### config.mk
export PLATFORM = sky130hd
export DESIGN_NAME = axi_lite_data_bridge_flat
export DESIGN_NICKNAME = d
export VERILOG_FILES = /design/src/rtl/axi_lite_if.sv /design/src/rtl/axi_lite_data_bridge.sv /design/src/flat_wrapper.sv
export SDC_FILE = /design/constraint.sdc
export NUM_CORES = 1
export LEC_CHECK = 0
export ABC_CLOCK_PERIOD_IN_PS = 2500
export CAP_MARGIN = 15
export CORE_MARGIN = 2
export CORE_UTILIZATION = 41
export DETAILED_ROUTE_END_ITERATION = 7
export GPL_TIMING_DRIVEN = 0
export PLACE_DENSITY = 0.95
export SYNTH_ARGS = -nofsm -noshare
export SYNTH_HDL_FRONTEND = slang
export SYNTH_SLANG_ARGS = --single-unit
export TNS_END_PERCENT = 50
### constraint.sdc
create_clock -name clk -period 2.5 [get_ports clk]
set_input_delay 0.375 -clock clk [delete_from_list [all_inputs] [get_ports clk]]
set_output_delay 0.375 -clock clk [all_outputs]
set_load 0.005 [all_outputs]
### src/rtl/axi_lite_if.sv
// axi_lite_if: AXI4-Lite bus bundle with master and slave views.
interface axi_lite_if #(
   parameter int ADDR_WIDTH = 32,
   parameter int DATA_WIDTH = 32
);
   logic [ADDR_WIDTH-1:0]   awaddr;
   logic [2:0]              awprot;
   logic                    awvalid;
   logic                    awready;
   logic [DATA_WIDTH-1:0]   wdata;
   logic [DATA_WIDTH/8-1:0] wstrb;
   logic                    wvalid;
   logic                    wready;
   logic [1:0]              bresp;
   logic                    bvalid;
   logic                    bready;
   logic [ADDR_WIDTH-1:0]   araddr;
   logic [2:0]              arprot;
   logic                    arvalid;
   logic                    arready;
   logic [DATA_WIDTH-1:0]   rdata;
   logic [1:0]              rresp;
   logic                    rvalid;
   logic                    rready;
   modport master (
      output awaddr, awprot, awvalid, wdata, wstrb, wvalid, bready,
      output araddr, arprot, arvalid, rready,
      input  awready, wready, bresp, bvalid, arready, rdata, rresp, rvalid
   );
   modport slave (
      input  awaddr, awprot, awvalid, wdata, wstrb, wvalid, bready,
      input  araddr, arprot, arvalid, rready,
      output awready, wready, bresp, bvalid, arready, rdata, rresp, rvalid
   );
endinterface

### src/rtl/axi_lite_data_bridge.sv
// axi_lite_data_bridge: turns single-cycle core data-RAM accesses into stalled AXI4-Lite transactions.
module axi_lite_data_bridge #(
   parameter int         ADDR_WIDTH = 32,
   parameter int         DATA_WIDTH = 32,
   parameter logic [2:0] PROT       = 3'b000
) (
   input  logic                    clk,
   input  logic                    rst,
   input  logic                    ram_ce_i,
   input  logic                    ram_write_en_i,
   input  logic [ADDR_WIDTH-1:0]   ram_addr_i,
   input  logic [DATA_WIDTH-1:0]   ram_write_data_i,
   input  logic [DATA_WIDTH/8-1:0] ram_sel_i,
   output logic [DATA_WIDTH-1:0]   ram_read_data_o,
   output logic                    stall_o,
   output logic                    err_o,
   axi_lite_if.master              m
);
   typedef enum logic [2:0] {IDLE, WADDR, WRESP, RADDR, RDATA, DONE} state_t;
   state_t                  state, state_d;
   logic [ADDR_WIDTH-1:0]   addr_q;
   logic [DATA_WIDTH-1:0]   wdata_q;
   logic [DATA_WIDTH/8-1:0] sel_q;
   logic [DATA_WIDTH-1:0]   rd_q;
   logic                    aw_done, w_done, err_q;
   logic                    aw_hs, w_hs;
   assign aw_hs = m.awvalid && m.awready;
   assign w_hs  = m.wvalid && m.wready;
   // Valids decode straight from state so an async reset drops them at once.
   assign m.awaddr  = addr_q;
   assign m.awprot  = PROT;
   assign m.awvalid = state == WADDR && !aw_done;
   assign m.wdata   = wdata_q;
   assign m.wstrb   = sel_q;
   assign m.wvalid  = state == WADDR && !w_done;
   assign m.bready  = state == WRESP;
   assign m.araddr  = addr_q;
   assign m.arprot  = PROT;
   assign m.arvalid = state == RADDR;
   assign m.rready  = state == RDATA;
   assign stall_o         = state == IDLE ? ram_ce_i : state != DONE;
   assign err_o           = state == DONE && err_q;
   assign ram_read_data_o = rd_q;
   always_comb begin
      state_d = state;
      case (state)
         IDLE:    state_d = !ram_ce_i ? IDLE : ram_write_en_i ? WADDR : RADDR;
         WADDR:   state_d = (aw_done || aw_hs) && (w_done || w_hs) ? WRESP : WADDR;
         WRESP:   state_d = m.bvalid ? DONE : WRESP;
         RADDR:   state_d = m.arready ? RDATA : RADDR;
         RDATA:   state_d = m.rvalid ? DONE : RDATA;
         default: state_d = IDLE;
      endcase
   end
   always_ff @(posedge clk or negedge rst) begin
      if (!rst) begin
         state   <= IDLE;
         addr_q  <= '0;
         wdata_q <= '0;
         sel_q   <= '0;
         rd_q    <= '0;
         aw_done <= 1'b0;
         w_done  <= 1'b0;
         err_q   <= 1'b0;
      end else begin
         state <= state_d;
         if (state == IDLE && ram_ce_i) begin
            addr_q  <= ram_addr_i;
            wdata_q <= ram_write_data_i;
            sel_q   <= ram_sel_i;
         end
         aw_done <= state == WADDR && state_d == WADDR && (aw_done || aw_hs);
         w_done  <= state == WADDR && state_d == WADDR && (w_done || w_hs);
         if (state == WRESP && m.bvalid)
            err_q <= m.bresp != 2'b00;
         if (state == RDATA && m.rvalid) begin
            err_q <= m.rresp != 2'b00;
            rd_q  <= m.rdata;
         end
      end
   end
endmodule

### src/flat_wrapper.sv
// flat-port wrapper written by rule: the top's interface ports become plain ports
module axi_lite_data_bridge_flat 
#(
   parameter int         ADDR_WIDTH = 32,
   parameter int         DATA_WIDTH = 32,
   parameter logic [2:0] PROT       = 3'b000
)
  (clk, rst, ram_ce_i, ram_write_en_i, ram_addr_i, ram_write_data_i, ram_sel_i, ram_read_data_o, stall_o, err_o, m_awaddr, m_awprot, m_awvalid, m_wdata, m_wstrb, m_wvalid, m_bready, m_araddr, m_arprot, m_arvalid, m_rready, m_awready, m_wready, m_bresp, m_bvalid, m_arready, m_rdata, m_rresp, m_rvalid);
  axi_lite_if #(.ADDR_WIDTH(ADDR_WIDTH), .DATA_WIDTH(DATA_WIDTH)) m_i ();
  input  logic clk;
  input  logic rst;
  input  logic ram_ce_i;
  input  logic ram_write_en_i;
  input  logic [ADDR_WIDTH-1:0] ram_addr_i;
  input  logic [DATA_WIDTH-1:0] ram_write_data_i;
  input  logic [DATA_WIDTH/8-1:0] ram_sel_i;
  output logic [DATA_WIDTH-1:0] ram_read_data_o;
  output logic stall_o;
  output logic err_o;
  output wire logic [$bits(m_i.awaddr)-1:0] m_awaddr;
  output wire logic [$bits(m_i.awprot)-1:0] m_awprot;
  output wire logic [$bits(m_i.awvalid)-1:0] m_awvalid;
  output wire logic [$bits(m_i.wdata)-1:0] m_wdata;
  output wire logic [$bits(m_i.wstrb)-1:0] m_wstrb;
  output wire logic [$bits(m_i.wvalid)-1:0] m_wvalid;
  output wire logic [$bits(m_i.bready)-1:0] m_bready;
  output wire logic [$bits(m_i.araddr)-1:0] m_araddr;
  output wire logic [$bits(m_i.arprot)-1:0] m_arprot;
  output wire logic [$bits(m_i.arvalid)-1:0] m_arvalid;
  output wire logic [$bits(m_i.rready)-1:0] m_rready;
  input wire logic [$bits(m_i.awready)-1:0] m_awready;
  input wire logic [$bits(m_i.wready)-1:0] m_wready;
  input wire logic [$bits(m_i.bresp)-1:0] m_bresp;
  input wire logic [$bits(m_i.bvalid)-1:0] m_bvalid;
  input wire logic [$bits(m_i.arready)-1:0] m_arready;
  input wire logic [$bits(m_i.rdata)-1:0] m_rdata;
  input wire logic [$bits(m_i.rresp)-1:0] m_rresp;
  input wire logic [$bits(m_i.rvalid)-1:0] m_rvalid;
  assign m_awaddr = m_i.awaddr;
  assign m_awprot = m_i.awprot;
  assign m_awvalid = m_i.awvalid;
  assign m_wdata = m_i.wdata;
  assign m_wstrb = m_i.wstrb;
  assign m_wvalid = m_i.wvalid;
  assign m_bready = m_i.bready;
  assign m_araddr = m_i.araddr;
  assign m_arprot = m_i.arprot;
  assign m_arvalid = m_i.arvalid;
  assign m_rready = m_i.rready;
  assign m_i.awready = m_awready;
  assign m_i.wready = m_wready;
  assign m_i.bresp = m_bresp;
  assign m_i.bvalid = m_bvalid;
  assign m_i.arready = m_arready;
  assign m_i.rdata = m_rdata;
  assign m_i.rresp = m_rresp;
  assign m_i.rvalid = m_rvalid;
  axi_lite_data_bridge #(.ADDR_WIDTH(ADDR_WIDTH), .DATA_WIDTH(DATA_WIDTH), .PROT(PROT)) u_core (.clk(clk), .rst(rst), .ram_ce_i(ram_ce_i), .ram_write_en_i(ram_write_en_i), .ram_addr_i(ram_addr_i), .ram_write_data_i(ram_write_data_i), .ram_sel_i(ram_sel_i), .ram_read_data_o(ram_read_data_o), .stall_o(stall_o), .err_o(err_o), .m(m_i));
endmodule
After elaboration in Yosys (flattened, before gate mapping)
Cells that the tools add are included.
{ "classes": {"shift": 0, "n_lt_le_gt_ge": 0, "muxes": 10, "n_bitwise": 0, "div": 0, "addsub": 0, "mul": 0, "eq_ne": 7, "n_reduce_logical": 20} }
{ "ops": {"columns": ["cell", "count"], "rows": [
  ["3-bit case mux with 5 select lines", 1],
  ["1-bit logical AND", 12],
  ["3-bit 2-to-1 mux", 3],
  ["3-bit by 1-bit equality test with 1-bit output (second input constant)", 2],
  ["3-bit by 2-bit equality test with 1-bit output (second input constant)", 2],
  ["3-bit equality test (second input constant)", 2],
  ["2-bit nonzero test", 3],
  ["1-bit 2-to-1 mux", 4],
  ["2-bit 2-to-1 mux", 2],
  ["3-bit zero test", 1],
  ["3-bit != test (second input constant)", 1],
  ["1-bit zero test", 2],
  ["1-bit logical OR", 2]
]} }
{ "totals": {"mem_bits_ro": 0, "output_inout_bits": 145, "inputBits": 113, "n_memories": 0, "mem_bits_rw": 0, "latch_bits": 0, "word_cells": 45, "ff_bits": 106} }

Longest topological paths before layout
{ "depth": {"depth_word": 10, "ltp_mapped": 5, "depth_no_buf": 3} }

Worst setup path after synthesis
No wires, ideal clock.
{ "synth_path": {"path_kind": "reg2reg", "start": "reg u_core.state[0]", "end": "reg u_core.wdata_q[23], in the netlist u_core.m.wdata[23]", "stages_incl_launch_ff": 5, "arrival_time_ns": 1.466, "path_buffers": 2, "required_time_ns": 2.372, "setup_ns": 0.128, "synth_period_minus_slack_ns": 1.593, "path_slack_ns": 0.907, "path_cell_list": "dfrtp_1 > nor4b_4 > buf_4 > buf_4 > mux2_1"} }
{ "synth_between": {"elab_chain_cells": 2} }
{ "synth_lines": {"columns": ["item", "line_no", "rtl"], "rows": [
  ["start: declaration", "axi_lite_data_bridge.sv:20", "state_t state, state_d;"],
  ["start signal: assignment", "axi_lite_data_bridge.sv:66", "state <= state_d;"],
  ["3-bit zero test", "axi_lite_data_bridge.sv:67", "if (state == IDLE && ram_ce_i) begin"],
  ["1-bit logical AND", "axi_lite_data_bridge.sv:67", null],
  ["end signal: assignment", "axi_lite_data_bridge.sv:69", "wdata_q <= ram_write_data_i;"],
  ["end: declaration", "axi_lite_data_bridge.sv:22", "logic [DATA_WIDTH-1:0] wdata_q;"]
]} }
No other way between the ends.
A chain may end at the register's enable or synchronous reset.

Worst setup path in the final report
{ "layout_path": {"start": "reg u_core.state[0]", "end": "out stall_o"} }
{ "layout_between": {"elab_chain_cells": 2, "elab_cells_between_ends": 3, "classes_between": "1 x eq/ne; 1 x mux; 1 x reduce/logical"} }
{ "layout_lines": {"columns": ["item", "line_no", "rtl"], "rows": [
  ["3-bit != test / 3-bit zero test (equally long branches)", "axi_lite_data_bridge.sv:41", "assign stall_o = state == IDLE ? ram_ce_i : state != DONE;"],
  ["1-bit 2-to-1 mux *", "axi_lite_data_bridge.sv:41", null],
  ["end: declaration", "flat_wrapper.sv:18", "output logic stall_o;"]
]} }
Every way passes the cells marked *; elsewhere a longest branch is shown, timed or not.

==> flow_metrics.py <==
metrics = {
    "power": {
        "clockPowerShare_pct": 11.4,
        "sw_frac_of_total_pct": 28.0,
        "p_per_area_nw_per_um2": 1180,
        "power_frac_comb_pct": 52.0,
        "total_power_mw": 8.60,
        "cellInternalPower_mw": 6.19,
        "p_sw_mw": 2.41,
        "ir_worst_vdd_v": 0.000598,
        "p_leak_nw": 3.11,
        "seq_power_share_pct": 36.6,
    },
    "die": {
        "initial_core_util_pct": 42.4,
        "core-area_um2": 10400,
        "die_w_um": 108,
        "pin_count": 258,
        "die_h_um": 108,
        "fp.dieArea_um2": 11600,
        "num_rows": 37,
    },
    "setup_path": {
        "worstPathCellList": "buf_2 > nor3_1 > a21oi_1 > or2_2 > clkdlybuf4s50_1",
        "endpoint_kind": "primary output",
        "path_class": "reg -> out",
        "worst-path-max-fanout": 10,
        "crit_required_ps": 2120,
        "crit_path_top_delay_cell": "clkdlybuf4s50_1",
        "critPathMaxStageDelay_ps": 480,
        "ff2ff_path_depth": 4,
        "start_kind": "flop",
        "cp_data_arrival_time_ps": 2010,
    },
    "detailed_routing": {
        "vias": 3280,
        "first_iter_violations": 84,
        "wire_per_inst_um": 17.4,
        "drt-total-wl_mm": 12.2,
        "drc": 0,
        "drt_pass1_iterations": 4,
        "drtAntennaViolNets": 0,
        "vias_per_cell": 4.67,
    },
    "grt": {
        "grt_pass1_wl_mm": 18.6,
        "grt_util_met2_pct": 39.6,
        "grt_use_total_pct": 21.2,
        "use_met3_pct": 6.96,
        "use_met1_pct": 21.0,
        "top_usage_layer": "met2",
        "grt_max_degree": 56,
        "globalRouteOverflowTotal": 0,
        "grt_pass1_vias": 3606,
        "antenna_found_initial": 2,
    },
    "job": {
        "maxCapViolations": 0,
    },
    "cts": {
        "cts_buffer_depth": 2,
        "ctsRootBufferMaster": "clkbuf_8",
        "cts_inserted_buffers": 9,
        "cts_tree": "built",
        "cts.clk_slew.worst_paths_ps": 100,
        "cts_sinks": 106,
        "post_cts_resized": 3,
        "cts_hold_buf": 0,
        "htreeDepth": 3,
        "cts_setup_buffers": 0,
        "clock_latency_ps": 360,
    },
    "place": {
        "port_buffers": 251,
        "routabilityCongestion": 0.786,
        "dpl-instance-area_um2": 7130,
        "dpl_worst_slack_ps": 171,
        "dp_hpwl_mm": 9.82,
    },
    "finish": {
        "final_common_cell": "clkdlybuf4s50_1",
        "mostFrequentLayoutCells": "clkdlybuf4s50_1, dfrtp_1, mux2_2",
        "fin_area_um2": 7310,
        "final_util_pct": 70.5,
        "layout-drive-gt1-share_pct": 29.1,
        "nets": 674,
        "area_growth_pct": 66.1,
    },
    "timing": {
        "fin_crit_sh_pct": 95.5,
        "timing.final.crit_period_ps": 2390,
        "finalSetupViolCount": 0,
        "worst_slew_pin_slew_ps": 702,
        "rsz0062_at_grt": "false",
        "maxSlewHeadroom_pct": 53.2,
        "finalHoldViolCount": 0,
        "fmax_mhz": 419,
        "report.final.slew_viol_count": 0,
        "fin_skew_ps": 9.56,
        "worst_slack_ps": 113,
    },
    "yosys": {
        "synthCells": 294,
        "synth_edf_count": 0,
        "yosysUniqueCellTypes": 30,
        "ys_seq_area_share_pct": 60.3,
        "synth_area_um2": 4400,
        "ys_seq_elements": 106,
        "yosysWarnings": 0,
        "ys_async_sr_fraction_pct": 100,
        "avgSynthCellArea_um2": 15.0,
        "synth_ff_type": "dfrtp_1",
    },
    "status": {
        "outcome": "finished, final reports clean",
    },
    "worst_hold_path": {
        "worstHoldPathType": "in -> async",
    },
}
cells by family after synthesis:
kind of cell	after synthesis	synth area share, %
AOI/OAI and AO/OA	9	1.42
DFF	106	60.3
and+or+nand+nor	23	3.64
muxes	103	26.3
other	1	0.0852
buffers and inverters	52	8.30
metrics by stage:
stage / std cells / hold slack (ps) / setup TNS [ps]
detailed placement: 687 / 466 / 0
global route: 702 / 86.7 / 0
finish: 702 / 58.6 / 0
CTS: 700 / 62.9 / 0
global placement: 686 / 469 / -284160
floorplan: 299 / 79.4 / 0
cells in the mapped netlist, types with 2 or more instances:
library cell	n	area [um^2]
nor2_1	6	22.5
mux2i_1	3	30.0
mux2_2	91	1020
dfrtp_1	106	2650
mux2_1	9	101
or2_2	2	12.5
o21bai_1	2	15.0
nor3_1	2	10.0
o22ai_1	2	12.5
nor2b_1	2	12.5
buf_2	7	35.0
and2_1	2	12.5
buf_4	43	323
critical path, delay by kind of cell, from the launching register on:
kind,cells,cell delay [ps]
buf+inv,2,670
compound gates,1,50
flops,1,460
simple gates,2,470
path summary, 6_finish.rpt:
check | slack (ps) | endpoint | start
setup / recovery | 110 | stall_o | u_core.state[0]$_DFF_PN0_
hold / removal | 60 | u_core.ram_read_data_o[4]$_DFFE_PN0P_ | rst
setup reg to reg | 490 | u_core.m.wdata[29]$_DFFE_PN0P_ | u_core.state[1]$_DFF_PN0_
hold reg to reg | 490 | u_core.m.wdata[23]$_DFFE_PN0P_ | u_core.m.wdata[23]$_DFFE_PN0P_
max in group asynchronous | 1750 | u_core.m.wdata[6]$_DFFE_PN0P_ | rst
min in group clk | 490 | u_core.m.wdata[23]$_DFFE_PN0P_ | u_core.m.wdata[23]$_DFFE_PN0P_
flip-flops by register name, summed over array words and instances, names as in the netlist:
signal and cells:
u_core.aw_done 1, u_core.err_q 1, u_core.m.araddr 32, u_core.m.wdata 32, u_core.m.wstrb 4, u_core.ram_read_data_o 32, u_core.state 3, u_core.w_done 1
power groups by stage:
| stage | logic [mW] | registers (mW) | clock network [mW] |
|---|---|---|---|
| final | 4.47 | 3.15 | 0.981 |
| after CTS | 4.54 | 3.16 | 1.02 |
| after detailed placement | 4.55 | 3.18 | 0 |
| after global placement | 4.39 | 3.08 | 0 |
| after global routing | 4.76 | 3.26 | 1.08 |
| after floorplan | 1.66 | 3.14 | 0 |
layer usage:
metal	routed length [um]	part of all wire, %
met1	4050	33
met2	6720	55
met3	1060	8.7
met4	366	3.0
met5	0	0
layout make-up:
cell class / count / area, um^2
Fill cell: 709 / 3060
Clock inverter: 2 / 12.5
Antenna cell: 2 / 5.00
Multi-Input combinational cell: 141 / 1400
Tap cell: 136 / 170
Sequential cell: 106 / 2660
Inverter: 1 / 3.75
Clock buffer: 12 / 165
Timing Repair Buffer: 252 / 2540
Buffer: 50 / 358
No activity file was read; power rests on OpenSTA's default activity.
